===== src/rtl/button_pkg.sv =====
// Shared types and constants for the push-button debouncer (clk50 board).
package button_pkg;

    typedef enum logic [1:0] {
        IDLE            = 2'd0,
        CONFIRM_PRESS   = 2'd1,
        HELD            = 2'd2,
        CONFIRM_RELEASE = 2'd3
    } btn_state_e;

    localparam int unsigned PRESS_CNT_W         = 6;
    localparam int unsigned DEF_NUM_BTN         = 4;
    localparam int unsigned DEF_DEBOUNCE_CYCLES = 1000000;   // 20 ms at 50 MHz
    localparam int unsigned DEF_LONG_CYCLES     = 50000000;  // 1 s at 50 MHz
    localparam int unsigned DEF_CNT_W           = 26;

endpackage


===== src/rtl/button_debouncer_if.sv =====
// Button-side bus: raw active-low pins in, debounced levels, strobes and press count out.
interface button_debouncer_if #(
    parameter int unsigned NUM_BTN = 4
) ();
    import button_pkg::*;

    logic [NUM_BTN-1:0]     btn_n_raw;
    logic [NUM_BTN-1:0]     btn_level;
    logic [NUM_BTN-1:0]     press_pulse;
    logic [NUM_BTN-1:0]     release_pulse;
    logic [NUM_BTN-1:0]     long_pulse;
    logic [PRESS_CNT_W-1:0] press_count;

    modport master (
        output btn_n_raw,
        input  btn_level, press_pulse, release_pulse, long_pulse, press_count
    );

    modport slave (
        input  btn_n_raw,
        output btn_level, press_pulse, release_pulse, long_pulse, press_count
    );
endinterface


===== src/rtl/button_debouncer_debounce_chan.sv =====
// One button channel: 2-flop synchronizer, debounce FSM, optional hold timer.
// Long-press detection is built only when BUTTON_DEBOUNCER_LONG_PRESS_EN is defined.
module debounce_chan
    import button_pkg::*;
#(
    parameter int unsigned DEBOUNCE_CYCLES = DEF_DEBOUNCE_CYCLES,
    parameter int unsigned LONG_CYCLES     = DEF_LONG_CYCLES,
    parameter int unsigned CNT_W           = DEF_CNT_W
) (
    input  logic clk50,
    input  logic rst,
    input  logic btn_n_raw_i,
    output logic level_o,
    output logic press_o,
    output logic release_o,
    output logic long_o
);

    localparam int unsigned DEB_W = $clog2(DEBOUNCE_CYCLES);

    if (DEBOUNCE_CYCLES < 2 || LONG_CYCLES <= DEBOUNCE_CYCLES ||
        $clog2(LONG_CYCLES + 1) > CNT_W) begin : g_bad_cfg
        $error("debounce_chan: illegal DEBOUNCE_CYCLES / LONG_CYCLES / CNT_W");
    end

    logic       sync1_q, sync2_q;
    logic       sync_n;
    btn_state_e state_q, state_d;
    logic [DEB_W-1:0] deb_q, deb_d;
    logic       level_q, level_d;
    logic       press_q, press_d;
    logic       release_q, release_d;

    // Flops reset to 1 so a pin held through reset still looks released.
    always_ff @(posedge clk50) begin
        if (rst) begin
            sync1_q <= 1'b1;
            sync2_q <= 1'b1;
        end else begin
            sync1_q <= btn_n_raw_i;
            sync2_q <= sync1_q;
        end
    end

    assign sync_n = ~sync2_q;

`ifdef BUTTON_DEBOUNCER_LONG_PRESS_EN
    logic [CNT_W-1:0] hold_q, hold_d;
    logic             long_q, long_d;

    always_ff @(posedge clk50) begin
        if (rst) begin
            hold_q <= '0;
            long_q <= 1'b0;
        end else begin
            hold_q <= hold_d;
            long_q <= long_d;
        end
    end

    assign long_o = long_q;
`else
    assign long_o = 1'b0;
`endif

    always_ff @(posedge clk50) begin
        if (rst) begin
            state_q   <= IDLE;
            deb_q     <= '0;
            level_q   <= 1'b0;
            press_q   <= 1'b0;
            release_q <= 1'b0;
        end else begin
            state_q   <= state_d;
            deb_q     <= deb_d;
            level_q   <= level_d;
            press_q   <= press_d;
            release_q <= release_d;
        end
    end

    // Hold count freezes in CONFIRM_RELEASE so a release bounce cannot re-arm long_o.
    always_comb begin
        state_d   = state_q;
        deb_d     = deb_q;
        level_d   = level_q;
        press_d   = 1'b0;
        release_d = 1'b0;
`ifdef BUTTON_DEBOUNCER_LONG_PRESS_EN
        hold_d    = hold_q;
        long_d    = 1'b0;
`endif
        case (state_q)
            IDLE: begin
                if (sync_n) begin
                    state_d = CONFIRM_PRESS;
                    deb_d   = DEB_W'(1);
                end
            end
            CONFIRM_PRESS: begin
                if (!sync_n) begin
                    state_d = IDLE;
                    deb_d   = '0;
                end else if (deb_q == DEB_W'(DEBOUNCE_CYCLES - 1)) begin
                    state_d = HELD;
                    deb_d   = '0;
                    level_d = 1'b1;
                    press_d = 1'b1;
`ifdef BUTTON_DEBOUNCER_LONG_PRESS_EN
                    hold_d  = '0;
`endif
                end else begin
                    deb_d = deb_q + DEB_W'(1);
                end
            end
            HELD: begin
`ifdef BUTTON_DEBOUNCER_LONG_PRESS_EN
                if (hold_q != CNT_W'(LONG_CYCLES)) begin
                    hold_d = hold_q + CNT_W'(1);
                    long_d = (hold_q == CNT_W'(LONG_CYCLES - 1));
                end
`endif
                if (!sync_n) begin
                    state_d = CONFIRM_RELEASE;
                    deb_d   = DEB_W'(1);
                end
            end
            CONFIRM_RELEASE: begin
                if (sync_n) begin
                    state_d = HELD;
                    deb_d   = '0;
                end else if (deb_q == DEB_W'(DEBOUNCE_CYCLES - 1)) begin
                    state_d   = IDLE;
                    deb_d     = '0;
                    level_d   = 1'b0;
                    release_d = 1'b1;
`ifdef BUTTON_DEBOUNCER_LONG_PRESS_EN
                    hold_d    = '0;
`endif
                end else begin
                    deb_d = deb_q + DEB_W'(1);
                end
            end
        endcase
    end

    assign level_o   = level_q;
    assign press_o   = press_q;
    assign release_o = release_q;

endmodule


===== src/rtl/button_debouncer.sv =====
// NUM_BTN debounced push-buttons plus a wrap-around 6-bit press counter for the board LEDs.
// Long-press strobes exist only when BUTTON_DEBOUNCER_LONG_PRESS_EN is defined.
module button_debouncer
    import button_pkg::*;
#(
    parameter int unsigned NUM_BTN         = DEF_NUM_BTN,
    parameter int unsigned DEBOUNCE_CYCLES = DEF_DEBOUNCE_CYCLES,
    parameter int unsigned LONG_CYCLES     = DEF_LONG_CYCLES,
    parameter int unsigned CNT_W           = DEF_CNT_W
) (
    input  logic               clk50,
    input  logic               rst,
    button_debouncer_if.slave  bus
);

    logic [NUM_BTN-1:0]     level_w, press_w, release_w, long_w;
    logic [PRESS_CNT_W-1:0] press_inc_c;
    logic [PRESS_CNT_W-1:0] press_count_q, press_count_d;

    for (genvar g = 0; g < int'(NUM_BTN); g++) begin : g_chan
        debounce_chan #(
            .DEBOUNCE_CYCLES (DEBOUNCE_CYCLES),
            .LONG_CYCLES     (LONG_CYCLES),
            .CNT_W           (CNT_W)
        ) u_chan (
            .clk50       (clk50),
            .rst         (rst),
            .btn_n_raw_i (bus.btn_n_raw[g]),
            .level_o     (level_w[g]),
            .press_o     (press_w[g]),
            .release_o   (release_w[g]),
            .long_o      (long_w[g])
        );
    end

    // Every channel pressing in the same cycle is counted; the sum wraps modulo 64.
    always_comb begin
        press_inc_c = '0;
        for (int unsigned i = 0; i < NUM_BTN; i++) begin
            press_inc_c = press_inc_c + PRESS_CNT_W'(press_w[i]);
        end
    end

    assign press_count_d = press_count_q + press_inc_c;

    always_ff @(posedge clk50) begin
        if (rst) begin
            press_count_q <= '0;
        end else begin
            press_count_q <= press_count_d;
        end
    end

    assign bus.btn_level     = level_w;
    assign bus.press_pulse   = press_w;
    assign bus.release_pulse = release_w;
    assign bus.long_pulse    = long_w;
    assign bus.press_count   = press_count_q;

endmodule


===== src/flat_wrapper.sv =====
// flat-port wrapper written by rule: the top's interface ports become plain ports
module button_debouncer_flat import button_pkg::*;
#(
    parameter int unsigned NUM_BTN         = DEF_NUM_BTN,
    parameter int unsigned DEBOUNCE_CYCLES = DEF_DEBOUNCE_CYCLES,
    parameter int unsigned LONG_CYCLES     = DEF_LONG_CYCLES,
    parameter int unsigned CNT_W           = DEF_CNT_W
)
  (clk50, rst, bus_btn_n_raw, bus_btn_level, bus_press_pulse, bus_release_pulse, bus_long_pulse, bus_press_count);
  button_debouncer_if #(.NUM_BTN(NUM_BTN)) bus_i ();
  input  logic clk50;
  input  logic rst;
  input wire logic [$bits(bus_i.btn_n_raw)-1:0] bus_btn_n_raw;
  output wire logic [$bits(bus_i.btn_level)-1:0] bus_btn_level;
  output wire logic [$bits(bus_i.press_pulse)-1:0] bus_press_pulse;
  output wire logic [$bits(bus_i.release_pulse)-1:0] bus_release_pulse;
  output wire logic [$bits(bus_i.long_pulse)-1:0] bus_long_pulse;
  output wire logic [$bits(bus_i.press_count)-1:0] bus_press_count;
  assign bus_i.btn_n_raw = bus_btn_n_raw;
  assign bus_btn_level = bus_i.btn_level;
  assign bus_press_pulse = bus_i.press_pulse;
  assign bus_release_pulse = bus_i.release_pulse;
  assign bus_long_pulse = bus_i.long_pulse;
  assign bus_press_count = bus_i.press_count;
  button_debouncer #(.NUM_BTN(NUM_BTN), .DEBOUNCE_CYCLES(DEBOUNCE_CYCLES), .LONG_CYCLES(LONG_CYCLES), .CNT_W(CNT_W)) u_core (.clk50(clk50), .rst(rst), .bus(bus_i));
endmodule

===== config.mk =====
export PLATFORM = sky130hd
export DESIGN_NAME = button_debouncer_flat
export DESIGN_NICKNAME = d
export VERILOG_FILES = /design/src/rtl/button_pkg.sv /design/src/rtl/button_debouncer_if.sv /design/src/rtl/button_debouncer_debounce_chan.sv /design/src/rtl/button_debouncer.sv /design/src/flat_wrapper.sv
export SDC_FILE = /design/constraint.sdc
export NUM_CORES = 1
export LEC_CHECK = 0
export BUFFER_PORTS_ARGS = -buffer_cell sky130_fd_sc_hd__buf_2
export CORE_MARGIN = 2
export CORE_UTILIZATION = 40
export CTS_BUF_LIST = sky130_fd_sc_hd__clkbuf_16
export DETAILED_ROUTE_END_ITERATION = 8
export PLACE_DENSITY = 0.58
export REMOVE_ABC_BUFFERS = 1
export SLEW_MARGIN = 0
export SYNTH_ARGS = -nofsm -noshare
export SYNTH_HDL_FRONTEND = slang
export SYNTH_SLANG_ARGS = --single-unit

===== constraint.sdc =====
create_clock -name clk50 -period 5.6 [get_ports clk50]
set_input_delay 0.56 -clock clk50 [delete_from_list [all_inputs] [get_ports clk50]]
set_output_delay 0.56 -clock clk50 [all_outputs]
set_load 0.02 [all_outputs]

==> results of run 1 <==
-- how the worst min path moves through the flow --
stage / endpoint / slack (ns) / cells after the start
6_report: u_core.g_chan[3].u_chan.sync1_q / 0.32 / 2
3_3_place_gp: u_core.g_chan[0].u_chan.sync2_q / 0.39 / 1
5_1_grt: u_core.g_chan[0].u_chan.sync1_q / 0.31 / 2
4_1_cts: u_core.g_chan[3].u_chan.sync1_q / 0.31 / 2
2_1_floorplan: u_core.g_chan[0].u_chan.sync2_q / 0.39 / 1
3_5_place_dp: u_core.g_chan[2].u_chan.sync2_q / 0.39 / 1
-- worst max-delay path, delay by kind of cell, from the launching register on --
family,cells,cell delay (ns)
adder cells (fa/ha/maj),1,0.23
flip-flops,1,0.37
AND/OR/NAND/NOR,3,0.79
AO/OA/AOI/OAI,2,1.10
-- area by class of cell --
class | instances | area [sq um] | share of cell area
Multi-Input combinational cell | 485 | 2960 | 0.472
Tap cell | 180 | 225 | 0.0358
Clock inverter | 15 | 148 | 0.0235
Clock buffer | 17 | 425 | 0.0677
Timing Repair Buffer | 30 | 168 | 0.0267
Sequential cell | 114 | 2280 | 0.363
Inverter | 19 | 71.3 | 0.0114
-- power by group through the flow --
stage	logic, mW	registers, mW	clock network (mW)
2_1_floorplan	0.0421	0.851	0
3_3_place_gp	0.0673	0.850	0
3_5_place_dp	0.0692	0.850	0
4_1_cts	0.0694	0.833	1.08
5_1_grt	0.0775	0.835	1.12
6_report	0.0689	0.833	1.06
-- routing by layer --
metal,global-route usage,share of wire
met1,0.211,0.48
met2,0.258,0.46
met3,0.0524,0.042
met4,0.0675,0.016
met5,0,0
-- cell usage in the layout, fill, tap and decap left out, types with 6 or more instances in the layout --
cell	n
a211oi_1	7
a21oi_1	43
a22o_1	13
a31oi_1	34
and3_1	14
and4_1	6
buf_2	23
buf_4	7
clkbuf_16	17
clkinv_2	7
dfxtp_1	114
ha_1	9
inv_1	19
mux2i_1	7
nand2_1	59
nand2b_1	11
nand3_1	43
nand3b_1	6
nand4_1	16
nor2_1	56
nor3_1	22
nor4_1	12
o21ai_0	21
or2_2	8
or3_1	12
xnor2_1	12
xor2_1	21
-- kinds of logic after synthesis --
| group | Yosys count | share of synthesized area |
|---|---|---|
| AND/OR/NAND/NOR | 288 | 0.275 |
| AO/OA/AOI/OAI | 141 | 0.162 |
| flip-flops | 114 | 0.412 |
| buffers and inverters | 61 | 0.0569 |
| XOR/XNOR | 33 | 0.0521 |
| adder cells (fa/ha/maj) | 11 | 0.0275 |
| multiplexers | 8 | 0.0147 |
| other | 1 | 0.000676 |
-- registers in the layout (all words and copies together), names as in the netlist, named ones only --
name	flops
u_core.g_chan.u_chan.state_q	4
u_core.g_chan.u_chan.sync2_q	4
u_core.g_chan.u_chan.level_o	4
u_core.g_chan.u_chan.deb_q	80
u_core.g_chan.u_chan.sync1_q	4
u_core.bus.press_count	6
u_core.g_chan.u_chan.release_o	4
u_core.g_chan.u_chan.press_o	4
-- stage by stage --
step / total power [mW] / instances / area (sq um) / worst slack, ns
6_report: 1.96 / 860 / 6280 / 2.95
5_1_grt: 2.03 / 860 / 6280 / 2.59
4_1_cts: 1.98 / 860 / 6280 / 2.91
3_5_place_dp: 0.919 / 828 / 5710 / 2.84
3_3_place_gp: 0.917 / 828 / 5710 / 2.88
2_1_floorplan: 0.893 / 618 / 5310 / 2.70
==> metrics.yaml, run 1 <==
setup_path:
  startpoint: "u_core.g_chan[1].u_chan.deb_q[0]"
  r2r-end: "u_core.g_chan[1].u_chan.deb_q[13]"
  path_class: "flop to flop"
  slowest_stage: "o21bai_1"
  cp-start-kind: "flop"
  path_max_fanout: 15
  r2r_start: "u_core.g_chan[1].u_chan.deb_q[0]"
  ff2ff_setup_slack_ns: 2.95
  crit_end: "u_core.g_chan[1].u_chan.deb_q[13]"
  max_stage_delay_ns: 0.91
  endpoint_kind: "flop"
  required_ns: 5.86
  cp_cell_sequence: "ha_1 > nand2_1 > nor4_1 > a211oi_1 > o21bai_1 > nor2_1"
  cp.arrival_ns: 2.91
  reg2regPathDepth: 6
synthesis:
  syn_avg_cell_area_sq_um: 8.44
  yosys_warnings: 0
  syn-cell-area_sq_um: 5550
  yosys.cell_count.top_type: "dfxtp_1"
  yosysTopAreaCell: "dfxtp_1"
  synth_commonest_cells: "dfxtp_1, nand2_1, nor2_1"
  yosysSeqAreaShare: 0.412
  yosys-top-cells-area: "dfxtp_1, nand2_1, a21oi_1, nand3_1, a31oi_1"
  ys_seq_elements: 114
  synth-async-reset-ratio: 0
  synth_top_area_frac: 0.412
  synth-main-ff-cell: "dfxtp_1"
  synth_cells: 657
  ys_types: 58
  synth-edff-count: 0
clock_tree:
  cts_setup_buffers: 0
  clk_path_buf_depth: 2
  cts_root_buf: "clkbuf_16"
  cts_tree: "built"
  cts_buffers: 17
  holdBufCountCts: 0
  htreeDepth: 4
  cts.sinks: 114
  cts_resized: 0
  clk_latency_ns: 0.42
  cts.clk_slew.worst_paths_ns: 0.05
timing:
  hold_violations: 0
  slew_headroom: 0.190
  rsz0062_at_grt: "false"
  timing.final.crit_period_ns: 2.65
  worst_slew_pin_slew_ns: 1.22
  fmax_mhz: 377
  tns_ns: 0
  drv_slew: 0
  setup_viol: 0
  skew_ns: 0.00484
  finalCritPeriodShare: 0.473
  hold-worst-slack_ns: 0.323
worst_hold_path:
  hp-class: "primary input to flop"
  hp-start: "bus_btn_n_raw[3]"
floorplan:
  die_area_sq_um: 14800
  io_pins: 28
  core_sq_um: 13700
  die_x_um: 122
  initial_core_util: 0.404
  rows: 43
  dieHeight_um: 122
run_status:
  status: "complete, no violations"
layout:
  final_net_count: 684
  final_util: 0.458
  insertedDiodeCount: 0
  drive_gt1_frac: 0.121
  nFillCells: 1321
  syn2layout_area_growth_pct: 13.3
power:
  comb_power_share: 0.035
  powerDensity_nw_per_um2: 312
  total_leakage_power_nw: 2.28
  p_int_mw: 1.53
  p_sw_frac: 0.220
  power.switching_mw: 0.431
  worst_ir_drop_vdd_mv: 0.171
  clkPwrFrac: 0.540
  seqPwrFrac: 0.425
flow_run:
  maxCapViolCount: 0
routing:
  drc: 0
  wl_per_cell_um: 13.6
  wirelength_um: 11700
  first_iter_violations: 286
  final_antenna_net_count: 0
  num_vias: 4642
  vias_per_cell: 5.40
  drt_pass1_iterations: 4
placed_design:
  gp_congestion: 0.824
  port-buffer-count: 23
  hpwl_um: 7890
global_route:
  grt_max_degree: 36
  gr-usage-all-layers: 0.165
  grt_pass1_wl_um: 19600
  gr-total-overflow: 0
  grt_antenna_before_repair: 0
  grt_pass1_vias: 4182
(Power assumes the default switching activity.)
==> run 2: changes to the inputs <==
- ABC_AREA: not set -> 1
- clock period: 5.6 -> 2.6 ns (I/O delays scaled with it)
==> metrics.yaml, run 2 <==
synthesis:
  yosysSeqAreaShare: 0.362  # -0.0499
  synth-main-ff-cell: "dfxtp_1"
  syn_avg_cell_area_sq_um: 6.76  # -20%
  synthXorXnorAreaFrac: 0.0139  # -0.0382
  yosys.area_share.simple: 0.378  # +0.103
  synth-edff-count: 0  # unchanged
  yosysTopAreaCell: "dfxtp_1"
  syn-cell-area_sq_um: 6310  # +14%
  synth_cells: 933  # +42%
  ys_seq_elements: 114  # unchanged
  muxShareOfSynthArea: 0  # -0.0147
  yosys.cell_count.top_type: "nand2_1"
  synth_commonest_cells: "nand2_1, dfxtp_1, inv_1"
  synth-async-reset-ratio: 0  # unchanged
  yosys-top-cells-area: "dfxtp_1, nand2_1, nand3_1, inv_1, nor2_1"
  ys_types: 46  # -21%
  synth_compound_area_frac: 0.112  # -0.0500
  synth_top_area_frac: 0.362  # -0.0499
  synth_top_family_by_area: "simple AND/OR/NAND/NOR gates"
  synthAdderAreaFrac: 0.0242  # -0.00334
  yosys_warnings: 0  # unchanged
power:
  seqPwrFrac: 0.391  # -0.034
  clkPwrFrac: 0.560  # +0.020
  worst_ir_drop_vdd_mv: 0.474  # +180%
  powerDensity_nw_per_um2: 645  # +110%
  comb_power_share: 0.049  # +0.014
  p_sw_frac: 0.217  # -0.00258
  total_leakage_power_nw: 2.77  # +21%
  power.switching_mw: 0.998  # +130%
  power_mw: 4.59  # +130%
  p_int_mw: 3.60  # +130%
clock_tree:
  cts_resized: 0  # unchanged
  cts_setup_buffers: 0  # unchanged
  htreeDepth: 4  # unchanged
  cts_root_buf: "clkbuf_16"
  cts_tree: "built"
  clk_latency_ns: 0.42  # about the same
  cts.sinks: 114  # unchanged
  cts.clk_slew.worst_paths_ns: 0.05  # about the same
  cts_buffers: 17  # unchanged
  holdBufCountCts: 0  # unchanged
  clk_path_buf_depth: 2  # unchanged
timing:
  drv_slew: 0  # unchanged
  fmax_mhz: 442  # +17%
  slew_headroom: 0.577  # +0.387
  setup_viol: 0  # unchanged
  finalCritPeriodShare: 0.871  # +0.398
  timing.final.crit_period_ns: 2.26  # -0.385 ns
  skew_ns: 0.0139  # +0.00907 ns
  rsz0062_at_grt: "false"
  tns_ns: 0  # unchanged
  worst_slew_pin_slew_ns: 0.634  # -0.581 ns
  hold_violations: 0  # unchanged
setup_path:
  path_max_fanout: 2  # -13
  crit_buf_inv: 5  # +5
  required_ns: 2.89  # -2.97 ns
  slowest_stage: "fa_1"
  cp_cell_sequence: "ha_1 > inv_1 > fa_1 > inv_1 > ha_1 > inv_1 > fa_1 > inv_1 > nand2_1 > inv_1 > o21ai_0 > o21ai_0 > a21oi_1"
  cp.arrival_ns: 2.56  # -0.35 ns
  max_stage_delay_ns: 0.40  # -0.51 ns
  path_class: "flop to flop"
  cp-start-kind: "flop"
  endpoint_kind: "flop"
  cpMostUsedCell: "inv_1"
  cp_top_family: "adder cells"
run_status:
  status: "complete, no violations"
placed_design:
  hpwl_um: 9450  # +20%
  gp_congestion: 0.853  # +3.5%
  port-buffer-count: 23  # unchanged
global_route:
  gr-total-overflow: 0  # unchanged
  grt_pass1_wl_um: 23900  # +22%
  grt_pass1_vias: 5100  # +22%
  grt_max_degree: 55  # +53%
  gr-usage-all-layers: 0.177  # +0.0122
  grt_antenna_before_repair: 0  # unchanged
layout:
  mostFrequentLayoutCells: "nand2_1, dfxtp_1, inv_1"
  syn2layout_area_growth_pct: 12.9
  regMostFlops: "u_core.g_chan.u_chan.deb_q"
  final_util: 0.465  # +0.00719
  largest_reg_flops: 80  # unchanged
  final_net_count: 962  # +41%
  nFillCells: 1561  # +18%
  insertedDiodeCount: 0  # unchanged
  drive_gt1_frac: 0.135  # +0.0142
  layout_commonest_cell: "nand2_1"
routing:
  wirelength_um: 13900  # +19%
  wl_per_cell_um: 11.9  # -12%
  final_antenna_net_count: 0  # unchanged
  vias_per_cell: 4.75  # -12%
  num_vias: 5551  # +20%
  drt_pass1_iterations: 4  # unchanged
  drc: 0  # unchanged
  first_iter_violations: 349  # +22%
flow_run:
  maxCapViolCount: 0  # unchanged
worst_hold_path:
  hp-class: "primary input to flop"
floorplan:
  dieHeight_um: 130  # +6.5%
  initial_core_util: 0.412  # +0.00781
  die_x_um: 130  # +6.5%
  core_sq_um: 15300  # +12%
  die_area_sq_um: 16800  # +13%
  io_pins: 28  # unchanged
  rows: 45  # +4.7%
[run 2: cell count changes after synthesis, sizes merged, moves of 14 or more]
| cell | delta |
|---|---|
| o21ai | +25 |
| a31oi | -34 |
| nand2 | +192 |
| xor2 | -15 |
| and3 | -14 |
| inv | +101 |
| a21oi | +25 |
| nand3 | +48 |
| nor2 | +53 |
[run 2: layout make-up]
cell class / instances / area [sq um] / area share
multi-input cells: 666 / 3350 / 0.470
flip-flops and latches: 114 / 2280 / 0.320
inverters: 121 / 457 / 0.0641
clock buffers: 17 / 425 / 0.0597
well taps: 211 / 264 / 0.0371
clock inverters: 14 / 219 / 0.0307
repair buffers: 25 / 130 / 0.0183
[run 2: worst reg2reg max path, stage by stage, from the launching register on]
cell     delay [ns]
dfxtp_1        0.30
ha_1           0.28
inv_1          0.07
fa_1           0.40
inv_1          0.06
ha_1           0.15
inv_1          0.05
fa_1           0.36
inv_1          0.07
nand2_1        0.05
inv_1          0.06
o21ai_0        0.08
o21ai_0        0.15
a21oi_1        0.05
[run 2: power groups by stage]
stage,Sequential [mW],Clock (mW),Combinational [mW]
global placement,1.83,0,0.228
CTS,1.79,2.64,0.230
floorplan,1.83,0,0.154
global route,1.80,2.71,0.255
finish,1.80,2.57,0.226
detailed placement,1.83,0,0.228
[run 2: final timing paths]
path	from	end	slack (ns)	cells past startpoint
max	u_core.g_chan[1].u_chan.press_o	u_core.bus.press_count[4]	0.34	13
max reg2reg	u_core.g_chan[1].u_chan.press_o	u_core.bus.press_count[4]	0.34	13
min	bus_btn_n_raw[0]	u_core.g_chan[0].u_chan.sync1_q	0.03	2
min reg2reg	u_core.g_chan[2].u_chan.sync1_q	u_core.g_chan[2].u_chan.sync2_q	0.41	1
[run 2: kinds of logic after synthesis]
family | count (synthesis)
other | 1
flip-flops | 114
AO/OA/AOI/OAI | 130
AND/OR/NAND/NOR | 511
adder cells (fa/ha/maj) | 11
buffers and inverters | 156
XOR/XNOR | 10
[run 2: per-stage QoR]
step	instance area, sq um	hold slack (ns)	instances	setup slack (ns)
after floorplan	6090	0.322	901	0.287
after global placement	6480	0.390	1137	0.338
after detailed placement	6480	0.398	1137	0.317
after CTS	7120	0.00862	1168	0.319
after global routing	7120	0.0141	1168	0.133
final	7120	0.0273	1168	0.335
[run 2: layer usage]
layer	global-route usage	part of all wire	vias up
met4	0.0715	0.016	0
met1	0.233	0.50	2466
met3	0.0450	0.029	14
met2	0.278	0.45	71
li1	-	-	3000
met5	0	0	-
==> run 3: changes to the inputs <==
- CORE_UTILIZATION: 40 -> 35
- CTS_BUF_LIST: sky130_fd_sc_hd__clkbuf_16 -> not set
- PLACE_DENSITY: 0.58 -> 0.52
==> metrics.yaml, run 3 (synthesis results as in run 2) <==
setup_path:
  max_stage_delay_ns: 0.41  # about the same
  cp_cell_sequence: "ha_1 > inv_1 > fa_1 > inv_1 > ha_1 > inv_1 > fa_1 > inv_1 > nand2_1 > inv_1 > o21ai_0 > o21ai_0 > a21oi_1"
  r2r-end: "u_core.bus.press_count[4]"
  cp_top_family: "adder cells"
  slowest_stage: "fa_1"
  ff2ff_setup_slack_ns: 0.32  # about the same
  cp.arrival_ns: 2.58  # +0.02 ns
  required_ns: 2.90  # about the same
  cp-start-kind: "flop"
  cpMostUsedCell: "inv_1"
  path_class: "flop to flop"
  endpoint_kind: "flop"
  reg2regPathDepth: 13  # unchanged
  r2r_start: "u_core.g_chan[1].u_chan.press_o"
  crit_buf_inv: 5  # unchanged
  path_max_fanout: 2  # unchanged
floorplan:
  dieHeight_um: 138  # +6.7%
  die_area_sq_um: 19100  # +14%
  initial_core_util: 0.354  # -0.0583
  die_x_um: 138  # +6.7%
  core_sq_um: 17800  # +16%
  io_pins: 28  # unchanged
  rows: 49  # +8.9%
placed_design:
  gp_congestion: 0.813  # -4.6%
  dpl.cell_count: 1157  # +1.8%
  hpwl_um: 10100  # +6.6%
  port-buffer-count: 23  # unchanged
clock_tree:
  cts_resized: 0  # unchanged
  cts.sinks: 114  # unchanged
  cts_setup_buffers: 0  # unchanged
  cts_root_buf: "clkbuf_16"
  htreeDepth: 4  # unchanged
  holdBufCountCts: 0  # unchanged
  cts_tree: "built"
  clk_path_buf_depth: 2  # unchanged
  cts.clk_slew.worst_paths_ns: 0.05  # about the same
  cts_buffers: 17  # unchanged
  clk_latency_ns: 0.42  # about the same
timing:
  hold_violations: 0  # unchanged
  timing.final.crit_period_ns: 2.28  # +0.0149 ns
  slew_headroom: 0.627  # +0.0496
  rsz0062_at_grt: "false"
  setup_viol: 0  # unchanged
  tns_ns: 0  # unchanged
  finalCritPeriodShare: 0.877  # +0.00572
  skew_ns: 0.00549  # -0.00842 ns
  drv_slew: 0  # unchanged
  worst_slew_pin_slew_ns: 0.556  # -0.0778 ns
  fmax_mhz: 439  # -0.65%
layout:
  largest_reg_flops: 80  # unchanged
  insertedDiodeCount: 0  # unchanged
  layout_commonest_cell: "nand2_1"
  final_net_count: 964  # +0.21%
  nFillCells: 1889  # +21%
  syn2layout_area_growth_pct: 13.3
  regMostFlops: "u_core.g_chan.u_chan.deb_q"
  mostFrequentLayoutCells: "nand2_1, dfxtp_1, inv_1"
  drive_gt1_frac: 0.139  # +0.00389
  fin_cells: 1188  # +1.7%
routing:
  vias_per_cell: 4.61  # -2.9%
  drc: 0  # unchanged
  wl_per_cell_um: 11.9  # about the same
  final_antenna_net_count: 0  # unchanged
  num_vias: 5482  # -1.2%
  wirelength_um: 14100  # +1.7%
  first_iter_violations: 304  # -13%
  drt_pass1_iterations: 5  # +1
worst_hold_path:
  hp-start: "bus_btn_n_raw[0]"
  hp-class: "primary input to flop"
  min_to: "u_core.g_chan[0].u_chan.sync1_q"
  hold_path_depth: 2  # unchanged
global_route:
  grt_max_degree: 36  # -35%
  gr-usage-all-layers: 0.155  # -0.0223
  gr-total-overflow: 0  # unchanged
  grt_pass1_wl_um: 24400  # +2.0%
  grt_antenna_before_repair: 0  # unchanged
  grt_pass1_vias: 5124  # +0.47%
power:
  powerDensity_nw_per_um2: 625  # -3.0%
  total_leakage_power_nw: 2.77  # about the same
  worst_ir_drop_vdd_mv: 0.483  # +1.8%
run_status:
  status: "complete, no violations"
flow_run:
  maxCapViolCount: 0  # unchanged
[run 3: changes by cell type in the layout (fill, tap and decap cells not counted)]
| cell | change |
|---|---|
| clkbuf_8 | +10 |
| inv_1 | -1 |
| clkinv_2 | -3 |
| buf_4 | +2 |
| bufinv_16 | -4 |
| clkinv_1 | -3 |
| clkinv_4 | -1 |
| clkbuf_1 | +2 |
[run 3: how the worst max path moves through the flow]
stage,startpoint,end,cells after the start
after floorplan,u_core.g_chan[0].u_chan.press_o,u_core.bus.press_count[4],13
after global placement,u_core.g_chan[1].u_chan.press_o,u_core.bus.press_count[4],13
after detailed placement,u_core.g_chan[1].u_chan.press_o,u_core.bus.press_count[4],13
after CTS,u_core.g_chan[1].u_chan.press_o,u_core.bus.press_count[4],13
after global routing,u_core.g_chan[1].u_chan.press_o,u_core.bus.press_count[4],13
final,u_core.g_chan[1].u_chan.press_o,u_core.bus.press_count[4],13
[run 3: report_power, final]
group          switching (mW)  internal, mW  leakage, nW  total, mW
Clock                   0.786          1.66        0.312       2.45
Sequential             0.0216          1.77        0.921       1.80
Combinational           0.171        0.0540         1.54      0.225
[run 3: cell type report]
cell class | count | area, sq um | area share
flip-flops and latches | 114 | 2280 | 0.319
clock inverters | 2 | 60.1 | 0.00840
repair buffers | 27 | 145 | 0.0203
well taps | 229 | 287 | 0.0401
multi-input cells | 666 | 3350 | 0.468
inverters | 121 | 457 | 0.0639
clock buffers | 29 | 571 | 0.0798
[run 3: layer usage]
layer  GRT usage  vias to the layer above  share of wire
met4      0.0564                        0          0.012
met3      0.0395                       11          0.027
met1       0.210                     2413           0.51
met5           0                        -              0
li1            -                     3002              -
met2       0.239                       56           0.45
[run 3: through the flow]
stage          setup slack (ns)  hold slack, ns  instance area, sq um  power, mW   util
5_1_grt                  0.0603         0.00876                  7150       4.66  0.401
6_report                  0.320          0.0249                  7150       4.47  0.401
3_5_place_dp              0.293           0.392                  6520       2.06  0.365
2_1_floorplan             0.287           0.322                  6090       1.98      -
4_1_cts                   0.292         0.00355                  7150       4.55  0.401
3_3_place_gp              0.336           0.391                  6520       2.06  0.365
